<file path="src/rtl/io_port_bank_pkg.sv">
// rtl/io_port_bank_pkg.sv - shared decode constants and channel config type for io_port_bank
package io_port_bank_pkg;

    localparam int BUS_W = 8;

    // Partial decodes as used by the 128K/+2A paging and ULA border latches
    localparam logic [15:0] IO_7FFD_ADDR = 16'h7FFD;
    localparam logic [15:0] IO_7FFD_MASK = 16'h8002;
    localparam logic [15:0] IO_DFFD_ADDR = 16'hDFFD;
    localparam logic [15:0] IO_DFFD_MASK = 16'hF002;
    localparam logic [15:0] IO_1FFD_ADDR = 16'h1FFD;
    localparam logic [15:0] IO_1FFD_MASK = 16'hF002;
    localparam logic [15:0] IO_FE_ADDR   = 16'h00FE;
    localparam logic [15:0] IO_FE_MASK   = 16'h0001;

    typedef struct packed {
        logic [15:0] addr_match;
        logic [15:0] addr_mask;
        logic [7:0]  reset_val;
        logic        readable;
        logic        lockable;
        logic        sync_wr;
    } io_port_cfg_t;

    function automatic logic addr_hit(input logic [15:0] a, input logic [15:0] match,
                                      input logic [15:0] mask);
        return ((a ^ match) & mask) == 16'h0000;
    endfunction

endpackage

</file>
<file path="src/rtl/io_port_bank_if.sv">
// rtl/io_port_bank_if.sv - CPU I/O bus view shared by the decoder side and the port bank
interface io_port_bank_if;
    logic [15:0] bus_a;
    logic [7:0]  bus_d;
    logic        bus_ioreq;
    logic        bus_rd;
    logic        bus_wr;
    logic [7:0]  d_out;
    logic        d_out_active;

    modport master (
        output bus_a, bus_d, bus_ioreq, bus_rd, bus_wr,
        input  d_out, d_out_active
    );

    modport slave (
        input  bus_a, bus_d, bus_ioreq, bus_rd, bus_wr,
        output d_out, d_out_active
    );
endinterface

</file>
<file path="src/rtl/io_port_bank_chan.sv">
// rtl/io_port_bank_chan.sv - one latch register with optional sticky lock and sync-gated commit
module io_port_chan #(
    parameter int         W         = 8,
    parameter logic [W-1:0] RESET_VAL = '0,
    parameter bit         LOCKABLE  = 1'b0,
    parameter int         LOCK_POS  = 5,
    parameter bit         SYNC_WR   = 1'b0
) (
    input  logic         clk_i,
    input  logic         rst_ni,
    input  logic         sel_i,
    input  logic         sync_ck_i,
    input  logic         unlock_i,
    input  logic [7:0]   wr_data_i,
    output logic [W-1:0] q_o,
    output logic         locked_o,
    output logic         wr_stb_o,
    output logic         done_o
);

    logic [W-1:0] q_q, q_d;
    logic         locked_q, locked_d;
    logic         stb_q;
    logic         go, blocked, commit;

    // A blocked write consumes the I/O cycle at once; it never waits for sync_ck
    always_comb begin
        blocked = sel_i & locked_q & ~unlock_i;
        go      = sel_i & (~SYNC_WR | sync_ck_i);
        commit  = go & ~blocked;
        done_o  = commit | blocked;
        q_d     = commit ? wr_data_i[W-1:0] : q_q;
    end

    if (LOCKABLE && (LOCK_POS < W)) begin : g_lock
        assign locked_d = commit ? wr_data_i[LOCK_POS] : locked_q;
    end else begin : g_nolock
        assign locked_d = 1'b0;
    end

    always_ff @(posedge clk_i or negedge rst_ni) begin
        if (!rst_ni) begin
            q_q      <= RESET_VAL;
            locked_q <= 1'b0;
            stb_q    <= 1'b0;
        end else begin
            q_q      <= q_d;
            locked_q <= locked_d;
            stb_q    <= commit;
        end
    end

    assign q_o      = q_q;
    assign locked_o = locked_q;
    assign wr_stb_o = stb_q;

endmodule

</file>
<file path="src/rtl/io_port_bank.sv">
// rtl/io_port_bank.sv - bank of CPU-writable I/O latches with priority decode and read-back
module io_port_bank
    import io_port_bank_pkg::*;
#(
    parameter int                  NPORTS     = 4,
    parameter int                  W          = 8,
    parameter logic [NPORTS*16-1:0] ADDR_MATCH = {NPORTS{16'h0000}},
    parameter logic [NPORTS*16-1:0] ADDR_MASK  = {NPORTS{16'hFFFF}},
    parameter logic [NPORTS*W-1:0]  RESET_VAL  = {NPORTS*W{1'b0}},
    parameter logic [NPORTS-1:0]    READABLE   = {NPORTS{1'b0}},
    parameter logic [NPORTS-1:0]    LOCKABLE   = {NPORTS{1'b0}},
    parameter int                  LOCK_POS   = 5,
    parameter logic [NPORTS-1:0]    SYNC_WR    = {NPORTS{1'b0}}
) (
    input  logic                clk28,
    input  logic                rst_n,
    input  logic [NPORTS-1:0]   en,
    io_port_bank_if.slave       bus,
    input  logic                sync_ck,
    input  logic                unlock,
    output logic [NPORTS*W-1:0] regs,
    output logic [NPORTS-1:0]   wr_stb,
    output logic [NPORTS-1:0]   locked
);

    logic [W-1:0]      chan_q [NPORTS];
    logic [NPORTS-1:0] sel_oh, done_vec;
    logic              any_hit, rd_ok, wr_req, rd_act;
    logic [W-1:0]      rd_data;
    logic              wr_done_q, wr_done_d;
    logic [7:0]        d_out_q, d_out_d;
    logic              d_act_q, d_act_d;

    // Walking up from channel 0 makes the lowest-index hit win
    always_comb begin
        sel_oh  = '0;
        any_hit = 1'b0;
        rd_ok   = 1'b0;
        rd_data = '0;
        for (int i = 0; i < NPORTS; i++) begin
            if (!any_hit && en[i] && bus.bus_ioreq &&
                addr_hit(bus.bus_a, ADDR_MATCH[16*i +: 16], ADDR_MASK[16*i +: 16])) begin
                any_hit   = 1'b1;
                sel_oh[i] = 1'b1;
                rd_data   = chan_q[i];
                rd_ok     = READABLE[i];
            end
        end
    end

    always_comb begin
        wr_req    = bus.bus_ioreq & bus.bus_wr & any_hit & ~wr_done_q;
        rd_act    = bus.bus_ioreq & bus.bus_rd & ~bus.bus_wr & any_hit & rd_ok;
        wr_done_d = (bus.bus_ioreq & bus.bus_wr) ? (wr_done_q | (|done_vec)) : 1'b0;
        d_act_d   = rd_act;
        d_out_d   = rd_act ? 8'(rd_data) : 8'h00;
    end

    for (genvar g = 0; g < NPORTS; g++) begin : g_chan
        io_port_chan #(
            .W        (W),
            .RESET_VAL(RESET_VAL[W*g +: W]),
            .LOCKABLE (LOCKABLE[g]),
            .LOCK_POS (LOCK_POS),
            .SYNC_WR  (SYNC_WR[g])
        ) u_chan (
            .clk_i    (clk28),
            .rst_ni   (rst_n),
            .sel_i    (wr_req & sel_oh[g]),
            .sync_ck_i(sync_ck),
            .unlock_i (unlock),
            .wr_data_i(bus.bus_d),
            .q_o      (chan_q[g]),
            .locked_o (locked[g]),
            .wr_stb_o (wr_stb[g]),
            .done_o   (done_vec[g])
        );
        assign regs[W*g +: W] = chan_q[g];
    end

    always_ff @(posedge clk28 or negedge rst_n) begin
        if (!rst_n) begin
            wr_done_q <= 1'b0;
            d_out_q   <= 8'h00;
            d_act_q   <= 1'b0;
        end else begin
            wr_done_q <= wr_done_d;
            d_out_q   <= d_out_d;
            d_act_q   <= d_act_d;
        end
    end

    assign bus.d_out        = d_out_q;
    assign bus.d_out_active = d_act_q;

endmodule

</file>
<file path="src/flat_wrapper.sv">
// flat-port wrapper written by rule: the top's interface ports become plain ports
module io_port_bank_flat import io_port_bank_pkg::*;
#(
    parameter int                  NPORTS     = 4,
    parameter int                  W          = 8,
    parameter logic [NPORTS*16-1:0] ADDR_MATCH = {NPORTS{16'h0000}},
    parameter logic [NPORTS*16-1:0] ADDR_MASK  = {NPORTS{16'hFFFF}},
    parameter logic [NPORTS*W-1:0]  RESET_VAL  = {NPORTS*W{1'b0}},
    parameter logic [NPORTS-1:0]    READABLE   = {NPORTS{1'b0}},
    parameter logic [NPORTS-1:0]    LOCKABLE   = {NPORTS{1'b0}},
    parameter int                  LOCK_POS   = 5,
    parameter logic [NPORTS-1:0]    SYNC_WR    = {NPORTS{1'b0}}
)
  (clk28, rst_n, en, sync_ck, unlock, regs, wr_stb, locked, bus_bus_a, bus_bus_d, bus_bus_ioreq, bus_bus_rd, bus_bus_wr, bus_d_out, bus_d_out_active);
  io_port_bank_if bus_i ();
  input  logic clk28;
  input  logic rst_n;
  input  logic [NPORTS-1:0] en;
  input  logic sync_ck;
  input  logic unlock;
  output logic [NPORTS*W-1:0] regs;
  output logic [NPORTS-1:0] wr_stb;
  output logic [NPORTS-1:0] locked;
  input wire logic [$bits(bus_i.bus_a)-1:0] bus_bus_a;
  input wire logic [$bits(bus_i.bus_d)-1:0] bus_bus_d;
  input wire logic [$bits(bus_i.bus_ioreq)-1:0] bus_bus_ioreq;
  input wire logic [$bits(bus_i.bus_rd)-1:0] bus_bus_rd;
  input wire logic [$bits(bus_i.bus_wr)-1:0] bus_bus_wr;
  output wire logic [$bits(bus_i.d_out)-1:0] bus_d_out;
  output wire logic [$bits(bus_i.d_out_active)-1:0] bus_d_out_active;
  assign bus_i.bus_a = bus_bus_a;
  assign bus_i.bus_d = bus_bus_d;
  assign bus_i.bus_ioreq = bus_bus_ioreq;
  assign bus_i.bus_rd = bus_bus_rd;
  assign bus_i.bus_wr = bus_bus_wr;
  assign bus_d_out = bus_i.d_out;
  assign bus_d_out_active = bus_i.d_out_active;
  io_port_bank #(.NPORTS(NPORTS), .W(W), .ADDR_MATCH(ADDR_MATCH), .ADDR_MASK(ADDR_MASK), .RESET_VAL(RESET_VAL), .READABLE(READABLE), .LOCKABLE(LOCKABLE), .LOCK_POS(LOCK_POS), .SYNC_WR(SYNC_WR)) u_core (.clk28(clk28), .rst_n(rst_n), .en(en), .bus(bus_i), .sync_ck(sync_ck), .unlock(unlock), .regs(regs), .wr_stb(wr_stb), .locked(locked));
endmodule
</file>
<file path="config.mk">
export PLATFORM = sky130hd
export DESIGN_NAME = io_port_bank_flat
export DESIGN_NICKNAME = d
export VERILOG_FILES = /design/src/rtl/io_port_bank_pkg.sv /design/src/rtl/io_port_bank_if.sv /design/src/rtl/io_port_bank_chan.sv /design/src/rtl/io_port_bank.sv /design/src/flat_wrapper.sv
export SDC_FILE = /design/constraint.sdc
export NUM_CORES = 1
export LEC_CHECK = 0
export CAP_MARGIN = 25
export CELL_PAD_IN_SITES_DETAIL_PLACEMENT = 0
export CELL_PAD_IN_SITES_GLOBAL_PLACEMENT = 1
export CORE_MARGIN = 2
export CORE_UTILIZATION = 27
export CTS_CLUSTER_DIAMETER = 100
export DETAILED_ROUTE_END_ITERATION = 7
export HOLD_SLACK_MARGIN = 0.12
export MAX_ROUTING_LAYER = met4
export PLACE_DENSITY = 0.86
export RECOVER_POWER = 50
export SYNTH_ARGS = -nofsm -noshare
export SYNTH_HDL_FRONTEND = slang
export SYNTH_SLANG_ARGS = --single-unit
export TNS_END_PERCENT = 1
</file>
<file path="constraint.sdc">
create_clock -name clk28 -period 1.6 [get_ports clk28]
set_clock_uncertainty 0.05 [all_clocks]
set_input_delay 0.32 -clock clk28 [delete_from_list [all_inputs] [get_ports clk28]]
set_output_delay 0.32 -clock clk28 [all_outputs]
set_load 0.1 [all_outputs]
</file>
# Yosys cells after proc, flatten, opt, wreduce, memory -nomap -nowiden

Index checks and enable logic that the tools add are counted.
Widths: inputs -> output; s select.

Output and inout port bits: 49
Word-level logic and storage cells: 42
Flip-flop bits (word level): 37
Bits of input ports: 35

Mux-type cells: 8
Bitwise gates (word level): 9
Reduce and logical (&&, ||, !) cells: 16

Operators by type and width:

| kind              | count |
|---|---|
| $logic_not 16->1  | 1 |
| $logic_and 1x1->1 | 11 |
| $mux 1            | 8 |
| $and 1x1->1       | 7 |
| $reduce_or 4->1   | 1 |
| $logic_not 1->1   | 3 |
| $not 1->1         | 1 |
| $or 1x1->1        | 1 |

# Logic depth before layout (Yosys ltp)

Word-level depth: 24
Depth in mapped cells: 5
Depth with buffers taken out: 4

# Cells and area by module

A second synthesis with hierarchy kept.

Cells, all modules: 111
Area, all modules: 1701.6 um^2

Modules (own cells, without submodules):

| module       | seq. area each (um^2) | times used | cells an instance | area an instance (um^2) |
|---|---|---|---|---|
| io_port_chan | 225.2                 | 4          | 21                | 375.4 |
| io_port_bank | 25.0                  | 1          | 27                | 200.2 |

# Worst setup path before layout

OpenSTA, ideal clock, no wires.

Path type: input port to flip-flop
Start point: in bus_bus_a[10]
End point: reg u_core.g_chan[1].u_chan.q_q[0]
Buffers on the path: 1
Stages: 5
Data arrival time: 2.319 ns
Library setup time: 0.125 ns
Data required time: 1.425 ns
Setup slack: -0.894 ns
Cells stage by stage: or4_1 > or4_1 > buf_2 > nor4_4 > mux2_2

Cells in the longest elaborated chain, start to end: 21
Elaborated cells between the ends (all ways): 22
Those cells by class: mux: 5; bitwise: 3; reduce/logical: 14

Ends and longest elaborated chain:

| item                           | RTL line                | text |
|---|---|---|
| start, declared                | flat_wrapper.sv:24      | `input wire logic [$bits(bus_i.bus_a)-1:0] bus_bus_a;` |
| $logic_not 16->1 (*)           | io_port_bank_pkg.sv:27  | `return ((a ^ match) & mask) == 16'h0000;` |
| $logic_and 1x1->1              | io_port_bank.sv:41      | `if (!any_hit && en[i] && bus.bus_ioreq &&` |
| $mux 1                         | io_port_bank.sv:41      |  |
| $logic_not 1->1                | io_port_bank.sv:41      |  |
| $logic_and 1x1->1 (3 in a row) | io_port_bank.sv:41      |  |
| $mux 1                         | io_port_bank.sv:41      |  |
| $logic_not 1->1                | io_port_bank.sv:41      |  |
| $logic_and 1x1->1 (3 in a row) | io_port_bank.sv:41      |  |
| $mux 1                         | io_port_bank.sv:41      |  |
| $logic_not 1->1                | io_port_bank.sv:41      |  |
| $logic_and 1x1->1 (3 in a row) | io_port_bank.sv:41      |  |
| $mux 1                         | io_port_bank.sv:41      |  |
| $and 1x1->1 (2 in a row)       | io_port_bank.sv:52      | `wr_req = bus.bus_ioreq & bus.bus_wr & any_hit & ~wr_done_q;` |
| $and 1x1->1 (*)                | io_port_bank.sv:69      | `.sel_i (wr_req & sel_oh[g]),` |
| end signal, assigned           | io_port_bank_chan.sv:47 | `q_q <= q_d;` |
| end, declared                  | io_port_bank_chan.sv:21 | `logic [W-1:0] q_q, q_d;` |

Mark *: on every way between the ends. The rest lies on a longest branch, timed or not.
A chain may end at the register's enable or synchronous reset.

# Worst setup path after layout

Start point: in bus_bus_a[15]
End point: reg u_core.g_chan[3].u_chan.q_q[5]

Cells in the longest elaborated chain, start to end: 21
Elaborated cells between the ends (all ways): 22
Those cells by class: mux: 5; bitwise: 3; reduce/logical: 14

Ends and longest elaborated chain:

| item                           | RTL line |
|---|---|
| $logic_not 16->1 (*)           | io_port_bank_pkg.sv:27 |
| $logic_and 1x1->1              | io_port_bank.sv:41 |
| $mux 1                         | io_port_bank.sv:41 |
| $logic_not 1->1                | io_port_bank.sv:41 |
| $logic_and 1x1->1 (3 in a row) | io_port_bank.sv:41 |
| $mux 1                         | io_port_bank.sv:41 |
| $logic_not 1->1                | io_port_bank.sv:41 |
| $logic_and 1x1->1 (3 in a row) | io_port_bank.sv:41 |
| $mux 1                         | io_port_bank.sv:41 |
| $logic_not 1->1                | io_port_bank.sv:41 |
| $logic_and 1x1->1 (3 in a row) | io_port_bank.sv:41 |
| $mux 1                         | io_port_bank.sv:41 |
| $and 1x1->1 (2 in a row)       | io_port_bank.sv:52 |
| $and 1x1->1 (*)                | io_port_bank.sv:69 |
| end signal, assigned           | io_port_bank_chan.sv:47 |
| end, declared                  | io_port_bank_chan.sv:21 |

Marks and branches as above.

==> qor.txt <==
Status - finished, violations left
Failing checks - negative setup slack
Clock H-tree levels - 2
Sum Neg Setup Slack - -12.23 ns
Share of post-route cells with drive strength above 1 - 57.2%
Total power per unit cell area - 637 nW/um^2
Max Cap Viol - 0
Biggest area consumer among synthesized cells - sky130_fd_sc_hd__dfrtp_1
Data required, critical path - 1.73 ns
Critical path class - in -> reg
Maximum clock rate - 470 MHz
EDFF count, synth - 0
Capturing point of the worst reg2reg path - u_core.g_chan[1].u_chan.q_o[4]
Post-layout net count - 242
Cell row count - 28
Minimum clock period - 2.13 ns
Most common cell after layout, fill and taps aside - sky130_fd_sc_hd__dfrtp_1
Startpoint type of the worst setup path - input port
Number of cells on the worst reg-to-reg path - 5
Top library cells by usage in the layout, fill and taps aside - 37 x sky130_fd_sc_hd__dfrtp_1, 33 x sky130_fd_sc_hd__buf_12, 17 x sky130_fd_sc_hd__buf_4, 16 x sky130_fd_sc_hd__mux2_4, 16 x sky130_fd_sc_hd__mux2_2
Total global routing track utilization - 14.3%
# placed instances - 272
Number of non-filler instances in the completed layout - 283
Largest buffer count on any clock path - 2
Cell depth of the worst hold path - 4
Slew margin rel. - 55.2%
Root Driver - sky130_fd_sc_hd__clkbuf_8
Via Count - 1255
Top_reg_cell synth - sky130_fd_sc_hd__dfrtp_1
Number of DRC violations after detailed-routing iteration 0 - 12
Die Span X - 81.5 microns
Tot Pwr - 1.89 mW
Final weighted congestion in routability-driven placement - 0.721
Largest driver fanout on the critical path - 3
DR pass1 iterations - 2
Clock buffer count from CTS - 5
Arrival time reported for the critical path endpoint - 2.26 ns
Quantity of I/O buffers inserted on ports - 67
Global-route wire length before repair - 6660 microns
Number of antenna violations at the first check in global routing - 0
P_leak - 1.43 nW
Launch instance of the worst register-to-register path - u_core.wr_done_q
Number of hold violations in the final report - 0
Hold crit path type - in -> reg
Clock tree from TritonCTS - yes
VDD IR max - 0.509 mV
DRC violations left - 0
Y dimension of the die - 81.5 microns
Share of Yosys cell area claimed by the top area cell type - 57.1%
Residual overflow from global routing - 0
Number of pins exceeding their max-slew limit in the final report - 0
Syn avg cell area - 14.1 sq um
DP Wirelength - 3290 microns
Setup slack of the critical path after layout - -0.527 ns
Number of inserted diodes - 0
Total standard cell area after synthesis - 1620 sq um
Number of global-route vias before repair - 1388
CP Capture Type - flip-flop
RSZ-0062 raised after global routing - yes
Via density per instance - 4.43
Warnings, synthesis - 0
Largest net degree at the start of global routing - 28
Total number of clock tree sinks - 37
FF-to-FF setup slack - -0.11 ns
Post-detailed-route count of antenna-violating nets - 0
Worst hold endpoint - u_core.g_chan[1].u_chan.wr_stb_o
Number of top-level design ports - 84
Post-synthesis cell type count - 22
Flop and latch count out of synthesis - 37
Core footprint - 5850 sq um
Final setup fails - 35
Final Cycle Share - 133%
Worst Hold Slack - 0.395 ns
Async set or reset register ratio after synthesis - 100%
Die Area - 6650 sq um
Transition time at the pin with the least slew margin - 0.672 ns
Beginning of the worst hold path - bus_bus_a[7]
Worst-path clk slew - 0.08 ns
Cell types with the largest area share after synthesis - sky130_fd_sc_hd__dfrtp_1 57%, sky130_fd_sc_hd__mux2_2 22%, sky130_fd_sc_hd__buf_4 7.9%
Average wire length per cell after detail routing - 15.3 microns
Gate count of the mapped netlist - 115
Total wire length after detailed routing - 4330 microns
Clk_lat worst skew - 0.29 ns
Signed area change from the synthesized netlist to the final layout - 83.0%
Portion of the post-synthesis area used by sequential elements - 57.1%
Starting utilization of the core area - 27.7%
[timing repair]
action / CTS / global route
pin swaps: 8 / 0
endpoints found under the setup margin: 37 / 36
resized for setup: 65 / 5
hold buffers: 1 / 0
buffers inserted: 2 / 0
endpoints found under the hold margin: 25 / 0
[cell usage after synthesis (2+ instances only)]
cell / instances
sky130_fd_sc_hd__nand3_1: 2
sky130_fd_sc_hd__dfrtp_1: 37
sky130_fd_sc_hd__or4_1: 4
sky130_fd_sc_hd__nor4_4: 2
sky130_fd_sc_hd__inv_1: 2
sky130_fd_sc_hd__nor2_1: 4
sky130_fd_sc_hd__nor4_1: 3
sky130_fd_sc_hd__buf_4: 17
sky130_fd_sc_hd__mux2_2: 31
[worst max path at each step]
| stage | start | endpoint | slack, ns | depth (start not counted) |
|---|---|---|---|---|
| after floorplan | bus_bus_a[10] | u_core.g_chan[1].u_chan.q_o[0] | -0.89 | 5 |
| after global placement | bus_bus_a[10] | u_core.g_chan[3].u_chan.q_o[7] | -1.33 | 6 |
| after detailed placement | bus_bus_a[10] | u_core.g_chan[3].u_chan.q_o[2] | -1.38 | 6 |
| after CTS | bus_bus_a[15] | u_core.g_chan[3].u_chan.q_o[5] | -0.54 | 6 |
| after global routing | bus_bus_a[15] | u_core.g_chan[3].u_chan.q_o[5] | -0.58 | 6 |
| final | bus_bus_a[15] | u_core.g_chan[3].u_chan.q_o[5] | -0.53 | 6 |
[kinds of logic (layout without fill, tap and decap cells)]
family / count (synthesis) / in the layout / synth area share [%]
flip-flops: 37 / 37 / 57.1
multiplexers: 32 / 32 / 22.2
AND/OR/NAND/NOR: 23 / 23 / 10.9
buffers and inverters: 20 / 101 / 8.64
AO/OA/AOI/OAI: 2 / 2 / 0.925
other: 1 / 13 / 0.231
[through the flow]
stage | util, % | worst slack, ns | area, sq um
floorplan | - | -0.894 | 1670
global placement | 48.1 | -1.33 | 2810
global route | 50.7 | -0.580 | 2970
CTS | 51.6 | -0.536 | 3020
detailed placement | 48.1 | -1.38 | 2810
finish | 50.7 | -0.527 | 2970
[power breakdown]
group          internal, mW  total, mW  switching (mW)
Sequential            0.934      0.934       0.0000434
Clock                 0.314      0.682           0.368
Combinational        0.0774      0.275           0.197
Total                  1.33       1.89           0.565
[sequential cells by signal (all words and copies together) (netlist names)]
| name | count |
|---|---|
| u_core.g_chan.u_chan.q_o | 32 |
| u_core.g_chan.u_chan.wr_stb_o | 4 |
| u_core.wr_done_q | 1 |
[metal layers]
layer	routed length (microns)	track usage, %	part of all wire [%]	vias up
met5	0	-	0	-
met4	41	4.75	0.95	0
met3	340	4.62	7.8	7
met2	2310	24.8	53	52
met1	1640	15.5	38	630
li1	-	-	-	566
[layout make-up]
class                           instances  area, sq um
Fill cell                             520         2880
Inverter                                2         7.51
Clock buffer                            5         68.8
Timing Repair Buffer                   91         1130
Clock inverter                          3         25.0
Tap cell                               75         93.8
Multi-Input combinational cell         70          717
Sequential cell                        37          926
[worst max-delay path: stages]
cell	delay, ns
sky130_fd_sc_hd__buf_6	0.09
sky130_fd_sc_hd__or4_4	0.53
sky130_fd_sc_hd__or4_4	0.59
sky130_fd_sc_hd__nor4_4	0.21
sky130_fd_sc_hd__buf_4	0.21
sky130_fd_sc_hd__mux2_4	0.30
Note: power is estimated with default switching activity, not from simulation.
